`src/rtl/hls_run_pkg.sv`:
```
// Shared types for the HLS run sequencer: FSM states and result status codes.
package hls_run_pkg;

    typedef enum logic [2:0] {
        S_IDLE,
        S_DUT_RST,
        S_LAUNCH,
        S_WAIT,
        S_REPORT
    } run_state_t;

    localparam logic [1:0] ST_OK      = 2'd0;
    localparam logic [1:0] ST_TIMEOUT = 2'd1;
    localparam logic [1:0] ST_ABORTED = 2'd2;

endpackage

```
`src/rtl/hls_result_fifo.sv`:
```
// Result FIFO; a push is accepted while full if a pop happens in the same cycle.
module hls_result_fifo #(
    parameter int W     = 8,
    parameter int DEPTH = 4
) (
    input  logic         clock,
    input  logic         reset,
    input  logic         push,
    input  logic [W-1:0] wdata,
    output logic         full,
    input  logic         pop,
    output logic         valid,
    output logic [W-1:0] rdata
);

    localparam int AW = $clog2(DEPTH);

    logic [W-1:0] mem [DEPTH];
    logic [AW:0]  wp;
    logic [AW:0]  rp;
    logic         do_pop;
    logic         do_push;

    assign valid   = (wp != rp);
    assign full    = (wp[AW] != rp[AW]) && (wp[AW-1:0] == rp[AW-1:0]);
    assign do_pop  = pop && valid;
    assign do_push = push && (!full || do_pop);
    assign rdata   = mem[rp[AW-1:0]];

    always_ff @(posedge clock) begin
        if (!reset) begin
            wp <= '0;
            rp <= '0;
        end else begin
            if (do_push) wp <= wp + 1'b1;
            if (do_pop)  rp <= rp + 1'b1;
        end
    end

    always_ff @(posedge clock) begin
        if (do_push) mem[wp[AW-1:0]] <= wdata;
    end

endmodule

```
`src/rtl/hls_run_sequencer.sv`:
```
// Sequences back-to-back runs of an HLS DUT and queues per-run cycle counts.
// Define HLS_RUN_TIMEOUT_EN to bound each run by TIMEOUT_CYCLES.
module hls_run_sequencer
    import hls_run_pkg::*;
#(
    parameter int CYCLE_W        = 32,
    parameter int RUN_W          = 8,
    parameter int FIFO_DEPTH     = 4,
    parameter int DUT_RST_CYCLES = 2,
    parameter int TIMEOUT_CYCLES = 200000000
) (
    input  logic               clock,
    input  logic               reset,
    input  logic               cmd_valid,
    output logic               cmd_ready,
    input  logic [RUN_W-1:0]   cmd_runs,
    input  logic               abort,
    output logic               dut_reset,
    output logic               dut_start,
    input  logic               dut_done,
    output logic               res_valid,
    input  logic               res_ready,
    output logic [CYCLE_W-1:0] res_cycles,
    output logic [RUN_W-1:0]   res_index,
    output logic [1:0]         res_status,
    output logic               busy
);

    localparam int RES_W = CYCLE_W + RUN_W + 2;
    localparam int RCW   = (DUT_RST_CYCLES > 1) ? $clog2(DUT_RST_CYCLES) : 1;
    localparam logic [RCW-1:0]     RST_LAST = RCW'(DUT_RST_CYCLES - 1);
    localparam logic [CYCLE_W-1:0] TMO      = CYCLE_W'(TIMEOUT_CYCLES);

    run_state_t         state, state_n;
    logic [RUN_W-1:0]   runs_left, runs_left_n;
    logic [RUN_W-1:0]   index, index_n;
    logic [CYCLE_W-1:0] counter, counter_n;
    logic [CYCLE_W-1:0] cnt_inc;
    logic [RCW-1:0]     rst_cnt, rst_cnt_n;
    logic [CYCLE_W-1:0] lat_cycles, lat_cycles_n;
    logic [1:0]         lat_status, lat_status_n;
    logic               abort_pend, abort_pend_n;
    logic               push;
    logic               abort_hit;
    logic               fifo_full;
    logic               fifo_valid;
    logic               fifo_space;
    logic               dut_reset_c;
    logic               dut_start_c;
    logic [RES_W-1:0]   fifo_rdata;

`ifndef HLS_RUN_TIMEOUT_EN
    logic unused_tmo;
    assign unused_tmo = ^TMO;
`endif

    assign cnt_inc    = (counter == '1) ? counter : counter + 1'b1;
    assign abort_hit  = abort && (state inside {S_DUT_RST, S_LAUNCH, S_WAIT});
    assign fifo_space = !fifo_full || res_ready;

    always_ff @(posedge clock) begin
        if (!reset) begin
            state      <= S_IDLE;
            runs_left  <= '0;
            index      <= '0;
            counter    <= '0;
            rst_cnt    <= '0;
            lat_cycles <= '0;
            lat_status <= ST_OK;
            abort_pend <= 1'b0;
        end else begin
            state      <= state_n;
            runs_left  <= runs_left_n;
            index      <= index_n;
            counter    <= counter_n;
            rst_cnt    <= rst_cnt_n;
            lat_cycles <= lat_cycles_n;
            lat_status <= lat_status_n;
            abort_pend <= abort_pend_n;
        end
    end

    always_comb begin
        state_n      = state;
        runs_left_n  = runs_left;
        index_n      = index;
        counter_n    = counter;
        rst_cnt_n    = rst_cnt;
        lat_cycles_n = lat_cycles;
        lat_status_n = lat_status;
        abort_pend_n = abort_pend;
        push         = 1'b0;
        dut_reset_c  = 1'b1;
        dut_start_c  = 1'b0;
        case (state)
            S_IDLE: begin
                if (cmd_valid && cmd_runs != '0) begin
                    runs_left_n = cmd_runs;
                    index_n     = '0;
                    counter_n   = '0;
                    rst_cnt_n   = '0;
                    state_n     = S_DUT_RST;
                end
            end
            S_DUT_RST: begin
                dut_reset_c = 1'b0;
                if (rst_cnt == RST_LAST) state_n = S_LAUNCH;
                else rst_cnt_n = rst_cnt + 1'b1;
            end
            S_LAUNCH: begin
                dut_start_c = 1'b1;
                counter_n   = CYCLE_W'(1);
                if (dut_done) begin
                    lat_cycles_n = CYCLE_W'(1);
                    lat_status_n = ST_OK;
                    state_n      = S_REPORT;
                end else begin
                    state_n = S_WAIT;
                end
            end
            S_WAIT: begin
                counter_n = cnt_inc;
                // the done cycle itself counts toward the run length
                if (dut_done) begin
                    lat_cycles_n = cnt_inc;
                    lat_status_n = ST_OK;
                    state_n      = S_REPORT;
                end
`ifdef HLS_RUN_TIMEOUT_EN
                else if (cnt_inc >= TMO) begin
                    lat_cycles_n = TMO;
                    lat_status_n = ST_TIMEOUT;
                    state_n      = S_REPORT;
                end
`endif
            end
            S_REPORT: begin
                if (abort) abort_pend_n = 1'b1;
                if (fifo_space) begin
                    push         = 1'b1;
                    index_n      = index + 1'b1;
                    runs_left_n  = runs_left - 1'b1;
                    abort_pend_n = 1'b0;
                    if (runs_left == RUN_W'(1) || abort_pend || abort) begin
                        state_n = S_IDLE;
                    end else begin
                        counter_n = '0;
                        rst_cnt_n = '0;
                        state_n   = S_DUT_RST;
                    end
                end
            end
            default: state_n = S_IDLE;
        endcase
        // a full FIFO defers the aborted result through REPORT
        if (abort_hit) begin
            dut_reset_c  = 1'b0;
            dut_start_c  = 1'b0;
            lat_cycles_n = counter;
            lat_status_n = ST_ABORTED;
            counter_n    = counter;
            if (fifo_space) begin
                push         = 1'b1;
                abort_pend_n = 1'b0;
                state_n      = S_IDLE;
            end else begin
                abort_pend_n = 1'b1;
                state_n      = S_REPORT;
            end
        end
    end

    hls_result_fifo #(
        .W     (RES_W),
        .DEPTH (FIFO_DEPTH)
    ) u_fifo (
        .clock (clock),
        .reset (reset),
        .push  (push),
        .wdata ({lat_cycles_n, index, lat_status_n}),
        .full  (fifo_full),
        .pop   (res_valid && res_ready),
        .valid (fifo_valid),
        .rdata (fifo_rdata)
    );

    assign res_cycles = fifo_rdata[RES_W-1 -: CYCLE_W];
    assign res_index  = fifo_rdata[RUN_W+1 -: RUN_W];
    assign res_status = fifo_rdata[1:0];
    assign res_valid  = reset && fifo_valid;
    assign dut_reset  = reset && dut_reset_c;
    assign dut_start  = reset && dut_start_c;
    assign busy       = reset && (state != S_IDLE);
    assign cmd_ready  = reset && (state == S_IDLE);

endmodule

```
`config.mk`:
```
export PLATFORM = sky130hd
export DESIGN_NAME = hls_run_sequencer
export DESIGN_NICKNAME = d
export VERILOG_FILES = /design/src/rtl/hls_run_pkg.sv /design/src/rtl/hls_result_fifo.sv /design/src/rtl/hls_run_sequencer.sv
export SDC_FILE = /design/constraint.sdc
export NUM_CORES = 1
export LEC_CHECK = 0
export ABC_CLOCK_PERIOD_IN_PS = 3400
export CORE_MARGIN = 5
export CORE_UTILIZATION = 55
export DETAILED_ROUTE_END_ITERATION = 6
export GPL_TIMING_DRIVEN = 0
export PLACE_DENSITY = 0.74
export SETUP_SLACK_MARGIN = 0.05
export SYNTH_ARGS = -nofsm -noshare
export SYNTH_HDL_FRONTEND = slang
export SYNTH_SLANG_ARGS = --single-unit
```
`constraint.sdc`:
```
create_clock -name clock -period 3.4 [get_ports clock]
set_input_delay 0.34 -clock clock [delete_from_list [all_inputs] [get_ports clock]]
set_output_delay 0.34 -clock clock [all_outputs]
set_load 0.005 [all_outputs]
```
Word level (Yosys, flattened, before mapping)

Memory sizes are Yosys's and may differ from the RTL's. A register that Yosys moved wholly into a read port is not among the register bits.
Index checks and enable logic that the tools add are counted.

Flip-flop bits (word level): 93
Memory bits (writable): 168
Output and inout bits: 47
Logic and storage cells: 114
Memories: 1

Memories:

| memory     | words | bits a word | read ports | clocked after Yosys merged registers in | write ports | line                  | RTL |
|---|---|---|---|---|---|---|---|
| u_fifo.mem | 4     | 42          | 1          | 1                                       | 1           | hls_result_fifo.sv:18 | `logic [W-1:0] mem [DEPTH];` |

$add $sub $neg: 6
Eq/ne operators: 16
Muxes and demuxes: 49
Bitwise gates (word level): 1
Reduce and logical (&&, ||, !) cells: 31

Operator list:

| cell                    | number |
|---|---|
| $mux W32                | 7 |
| $pmux W32 S4            | 1 |
| $pmux W32 S2            | 1 |
| $add A32 B1 Y32 const B | 1 |
| $eq A32 B32 Y1 const B  | 1 |
| $mux W8                 | 4 |
| $pmux W8 S2             | 2 |
| $mux W3                 | 7 |
| $mux W1                 | 20 |
| $pmux W3 S5             | 1 |
| $ne A3 B3 Y1 const B    | 4 |
| $reduce_bool A3 Y1      | 4 |
| $logic_and A1 B1 Y1     | 11 |
| $mux W2                 | 5 |
| $add A8 B1 Y8 const B   | 1 |
| $eq A8 B1 Y1 const B    | 1 |
| $reduce_and A4 Y1       | 2 |
| $reduce_bool A8 Y1      | 1 |
| $sub A8 B1 Y8 const B   | 1 |
| $add A3 B1 Y3 const B   | 2 |
| $eq A3 B2 Y1 const B    | 2 |
| $ne A2 B2 Y1 const B    | 3 |
| $reduce_and A5 Y1       | 1 |
| $logic_or A1 B1 Y1      | 4 |
| other kinds (15)        | 16 |

Logic depth before layout (Yosys ltp)

Depth in word-level cells: 11
Depth in mapped cells: 9
Mapped depth without buffers: 7

By module

Synthesis repeated with hierarchy kept, for this count alone.

Cells, all modules: 1006
Area total of the unflattened synthesis: 12007.8 µm²

By module, submodules not included:

| module            | times used | cells each | area each (µm²) | seq. area each (µm²) |
|---|---|---|---|---|
| hls_result_fifo   | 1          | 273        | 6578.8          | 5205.0 |
| hls_run_sequencer | 1          | 733        | 5429.0          | 1741.7 |

Worst setup path before layout

Ideal clock, no wire load.

Path type: input -> register
Start point: in abort
End point: mem u_fifo.mem[3][0] in the netlist's numbering, enable pin
Library setup time: 405 ps
Arrival: 2538 ps
Setup slack: 457 ps
Stages: 6
Buffers on the path: 2
Path through: buf_2 nand2b_1 or2_2 clkbuf_1 a21oi_1 and2_1

Cells in the longest elaborated chain, start to end: 5

RTL lines:

| what                          | line                     | RTL |
|---|---|---|
| start, declared               | hls_run_sequencer.sv:17  | `input logic abort,` |
| $logic_and A1 B1 Y1           | hls_run_sequencer.sv:58  | `assign abort_hit = abort && (state inside {S_DUT_RST, S_LAUNCH, S_WAIT});` |
| $mux W1                       | hls_run_sequencer.sv:156 | `if (abort_hit) begin` |
| $logic_and A1 B1 Y1           | hls_result_fifo.sv:27    | `assign do_push = push && (!full \|\| do_pop);` |
| $mux W1                       | hls_result_fifo.sv:41    | `if (do_push) mem[wp[AW-1:0]] <= wdata;` |
| $mux W1 (not written as such) | hls_result_fifo.sv:41    |  |
| end, declared                 | hls_result_fifo.sv:18    |  |

Every way passes these cells.

==> impl_metrics.tcl <==
set metrics [dict create \
    run_status "completed" \
    fin_crit_sh_pct 91.0 \
    cts_hold_buf 0 \
    whs_endpoint "abort_pend" \
    cts_max_level 1 \
    cts_made_buffers 26 \
    min_path_cells 3 \
    die_h_um 154 \
    clock-sinks 263 \
    io_buffers 59 \
    muxShareOfSynthArea_pct 8.89 \
    synth_cell_types 77 \
    synth_top_area_share_pct 44.1 \
    peakVddDrop_mv 0.400 \
    syn_inst 912 \
    placed_cells 1245 \
    row_count 52 \
    cts_tree "done" \
    critPathKind "reg -> out" \
    reg2reg_from "state[1]" \
    crit_path_start_kind "register" \
    drive_above_1_share_pct 14.1 \
    hold_viol_final 0 \
    maxCapViolCount 0 \
    grt_pass1_wl_mm 41.8 \
    design_area_um2 13300 \
    leakagePower_nw 4.51 \
    clk_latency_ps 530 \
    routed_via_density 6.16 \
    drc 0 \
    drv_slew 0 \
    core-area_um2 20400 \
    clock_tree.buffer_depth 3 \
    p_per_area_nw_per_um2 496 \
    die_area_um2 23800 \
    r2r-end "u_fifo.mem[1][28]" \
    grt_usage_pct 21.8 \
    synthArstFlopShare_pct 0 \
    ys_warn_count 0 \
    cp-end-kind "output port" \
    grt_max_degree 30 \
    yosys.area_share.adder_pct 0.984 \
    slew_headroom_pct 43.8 \
    nNetsFinal 1025 \
    diodes 0 \
    synth_area_um2 11400 \
    hold_start "abort" \
    drtIter0Drc 599 \
    synth_top_family_by_area "simple AND/OR/NAND/NOR gates" \
    synth_compound_area_share_pct 12.0 \
    antenna_found_initial 0 \
    drt-total-wl_mm 26.1 \
    gp_congestion 0.907 \
    hold_path_class "in -> reg" \
    critical_path.max_fanout 10 \
    dieWidth_um 154 \
    crit_required_ps 3060 \
    arrival_ps 2750 \
    final_cells 1292 \
    grt_remaining_overflow 0 \
    max_clock_freq_mhz 323 \
    syn_to_final_growth_pct 16.4 \
    whs_ps 320 \
    rr_worst_depth 5 \
    routedWlPerCell_um 20.2 \
    synth_area_leaders "edfxtp_1 (44%), dfxtp_1 (17%), mux4_2 (8.3%)" \
    synthSimpleGateAreaFrac_pct 13.9 \
    synth_nets 935 \
    synth_edf_count 168 \
    drt-pass1-iter-count 5 \
    initial_core_util_pct 56.2 \
    clockRootBuffer "clkbuf_16" \
    syn_avg_cell_area_um2 12.5 \
    rsz0062_at_grt "no" \
    yosysSeqAreaShare_pct 60.7 \
    total_power_w 0.00661 \
    synthXorXnorAreaFrac_pct 1.07 \
    vias 7954 \
    r2r_setup_slack_ps 380 \
    dp_hpwl_mm 17.6 \
    path_clk_slew_ps 70 \
    worst_pin_slew_ps 836 \
    fin_skew_ps 24.3 \
    place_area_um2 12500 \
    antenna_left 0 \
    synth_flop_cell "edfxtp_1" \
    synth_top_cell_by_area "edfxtp_1" \
    grt_pass1_vias 7841 \
    finalSetupViolations 0 \
    period_minus_slack_ps 3090 \
    synth_seq_cells 263 \
    ios 61 \
]
[cell usage after synthesis (3+ instances only)]
master and instances:
and3_1 15, or3_1 7, nand4_1 16, a21oi_1 43, or2_2 5, buf_1 4
a21o_1 4, o21ai_0 56, a221o_1 10, mux4_2 42, o31ai_1 10, and4_1 5
nand2b_1 6, xor2_1 8, o21ai_1 3, ha_1 9, xnor2_1 6, inv_1 12
a22oi_1 16, and2_1 29, a31oi_1 18, edfxtp_1 168, nor3_1 13, o211ai_1 7
nor4_2 3, a221oi_1 4, nor2b_1 5, buf_2 15, a211oi_1 4, a41oi_1 5
nand2_1 76, nor2_1 59, clkbuf_1 32, mux2i_1 6, o41ai_1 3, nor4_1 9
o22ai_1 4, nand3_1 34, dfxtp_1 95
[what timing repair did]
action / in CTS / in global routing
setup endpoints to repair: 40 / 41
hold endpoints to repair: 0 / 0
setup buffers: 0 / 0
resized for setup: 8 / 5
[cell type report]
class | count | area, um2
clock buffers | 38 | 767
flip-flops and latches | 263 | 6950
well taps | 270 | 338
repair buffers | 63 | 671
inverters | 13 | 48.8
multi-input cells | 582 | 4230
plain buffers | 53 | 250
clock inverters | 10 | 66.3
fillers | 1551 | 7050
[per-layer routing]
metal	share of wire (%)	vias to the layer above	wire [um]	global-route usage [%]
met5	0	-	0	0
met4	2.3	0	609	6.73
met3	6.9	45	1790	3.55
met2	48	306	12400	35.2
met1	43	3892	11300	30.7
li1	-	3711	-	-
[layout by cell type, fill, tap and decap left out, drive strengths merged, types with 5 or more instances in the layout]
| cell type | netlist | layout |
|---|---|---|
| clkdlybuf4s50 | 0 | 59 |
| and4 | 5 | 5 |
| inv | 12 | 12 |
| or3 | 8 | 8 |
| a21oi | 43 | 43 |
| o21ai | 59 | 59 |
| o211ai | 7 | 7 |
| mux2i | 6 | 6 |
| xnor2 | 6 | 6 |
| nor2b | 5 | 5 |
| nor3 | 14 | 14 |
| nor4 | 12 | 12 |
| clkbuf | 33 | 70 |
| a22oi | 16 | 16 |
| buf | 21 | 22 |
| clkinv | 1 | 9 |
| dfxtp | 95 | 95 |
| and3 | 15 | 15 |
| a221o | 10 | 10 |
| nor2 | 61 | 61 |
| o31ai | 10 | 10 |
| or2 | 5 | 5 |
| edfxtp | 168 | 168 |
| ha | 9 | 9 |
| mux4 | 42 | 42 |
| nand2b | 6 | 6 |
| xor2 | 8 | 8 |
| nand2 | 77 | 77 |
| a41oi | 5 | 5 |
| a31oi | 19 | 19 |
| and2 | 29 | 29 |
| nand3 | 35 | 35 |
| nand4 | 18 | 18 |
[worst max-delay path by stage]
stage,from,end
finish,register,res_status[1]
global route,state[1],u_fifo.mem[3][28]
CTS,register,res_cycles[5]
detailed placement,dut_done,lat_cycles[23]
global placement,reset,u_fifo.mem[3][27]
floorplan,abort,u_fifo.mem[3][0]
[where the power goes]
part | total (W) | internal [W] | switching [W] | leakage [nW]
clock | 0.00275 | 0.00157 | 0.00118 | 0.408
combinational | 0.000420 | 0.000184 | 0.000236 | 1.81
sequential | 0.00344 | 0.00341 | 0.0000232 | 2.30
total | 0.00661 | 0.00517 | 0.00144 | 4.51
[per-stage QoR]
step / worst slack (ps) / util (%) / TNS (ps)
6_report: 308 / 65.4 / 0
2_1_floorplan: 457 / - / 0
5_1_grt: 141 / 65.4 / 0
3_3_place_gp: -778 / 60.7 / -127140
3_5_place_dp: -184 / 61.2 / -3220
4_1_cts: 75.1 / 65.4 / 0
[critical path, stage by stage (launching register included)]
cell	delay, ps
dfxtp_1	630
clkdlybuf4s15_2	540
mux4_2	560
clkdlybuf4s50_1	480
[registers in the layout, summed over array words and instances, names as in the netlist, 2 cells and up, named ones only]
register and count:
u_fifo.mem 168, counter 32, lat_cycles 32, index 8, runs_left 8, state 3, u_fifo.rp 3, u_fifo.wp 3
lat_status 2
[logic make-up after synthesis]
kind of cell | after synthesis
AO/OA/AOI/OAI | 209
AND/OR/NAND/NOR | 301
flip-flops | 263
buffers and inverters | 67
multiplexers | 49
adder cells (fa/ha/maj) | 9
XOR/XNOR | 14
Power figures use the tool's default switching activity.
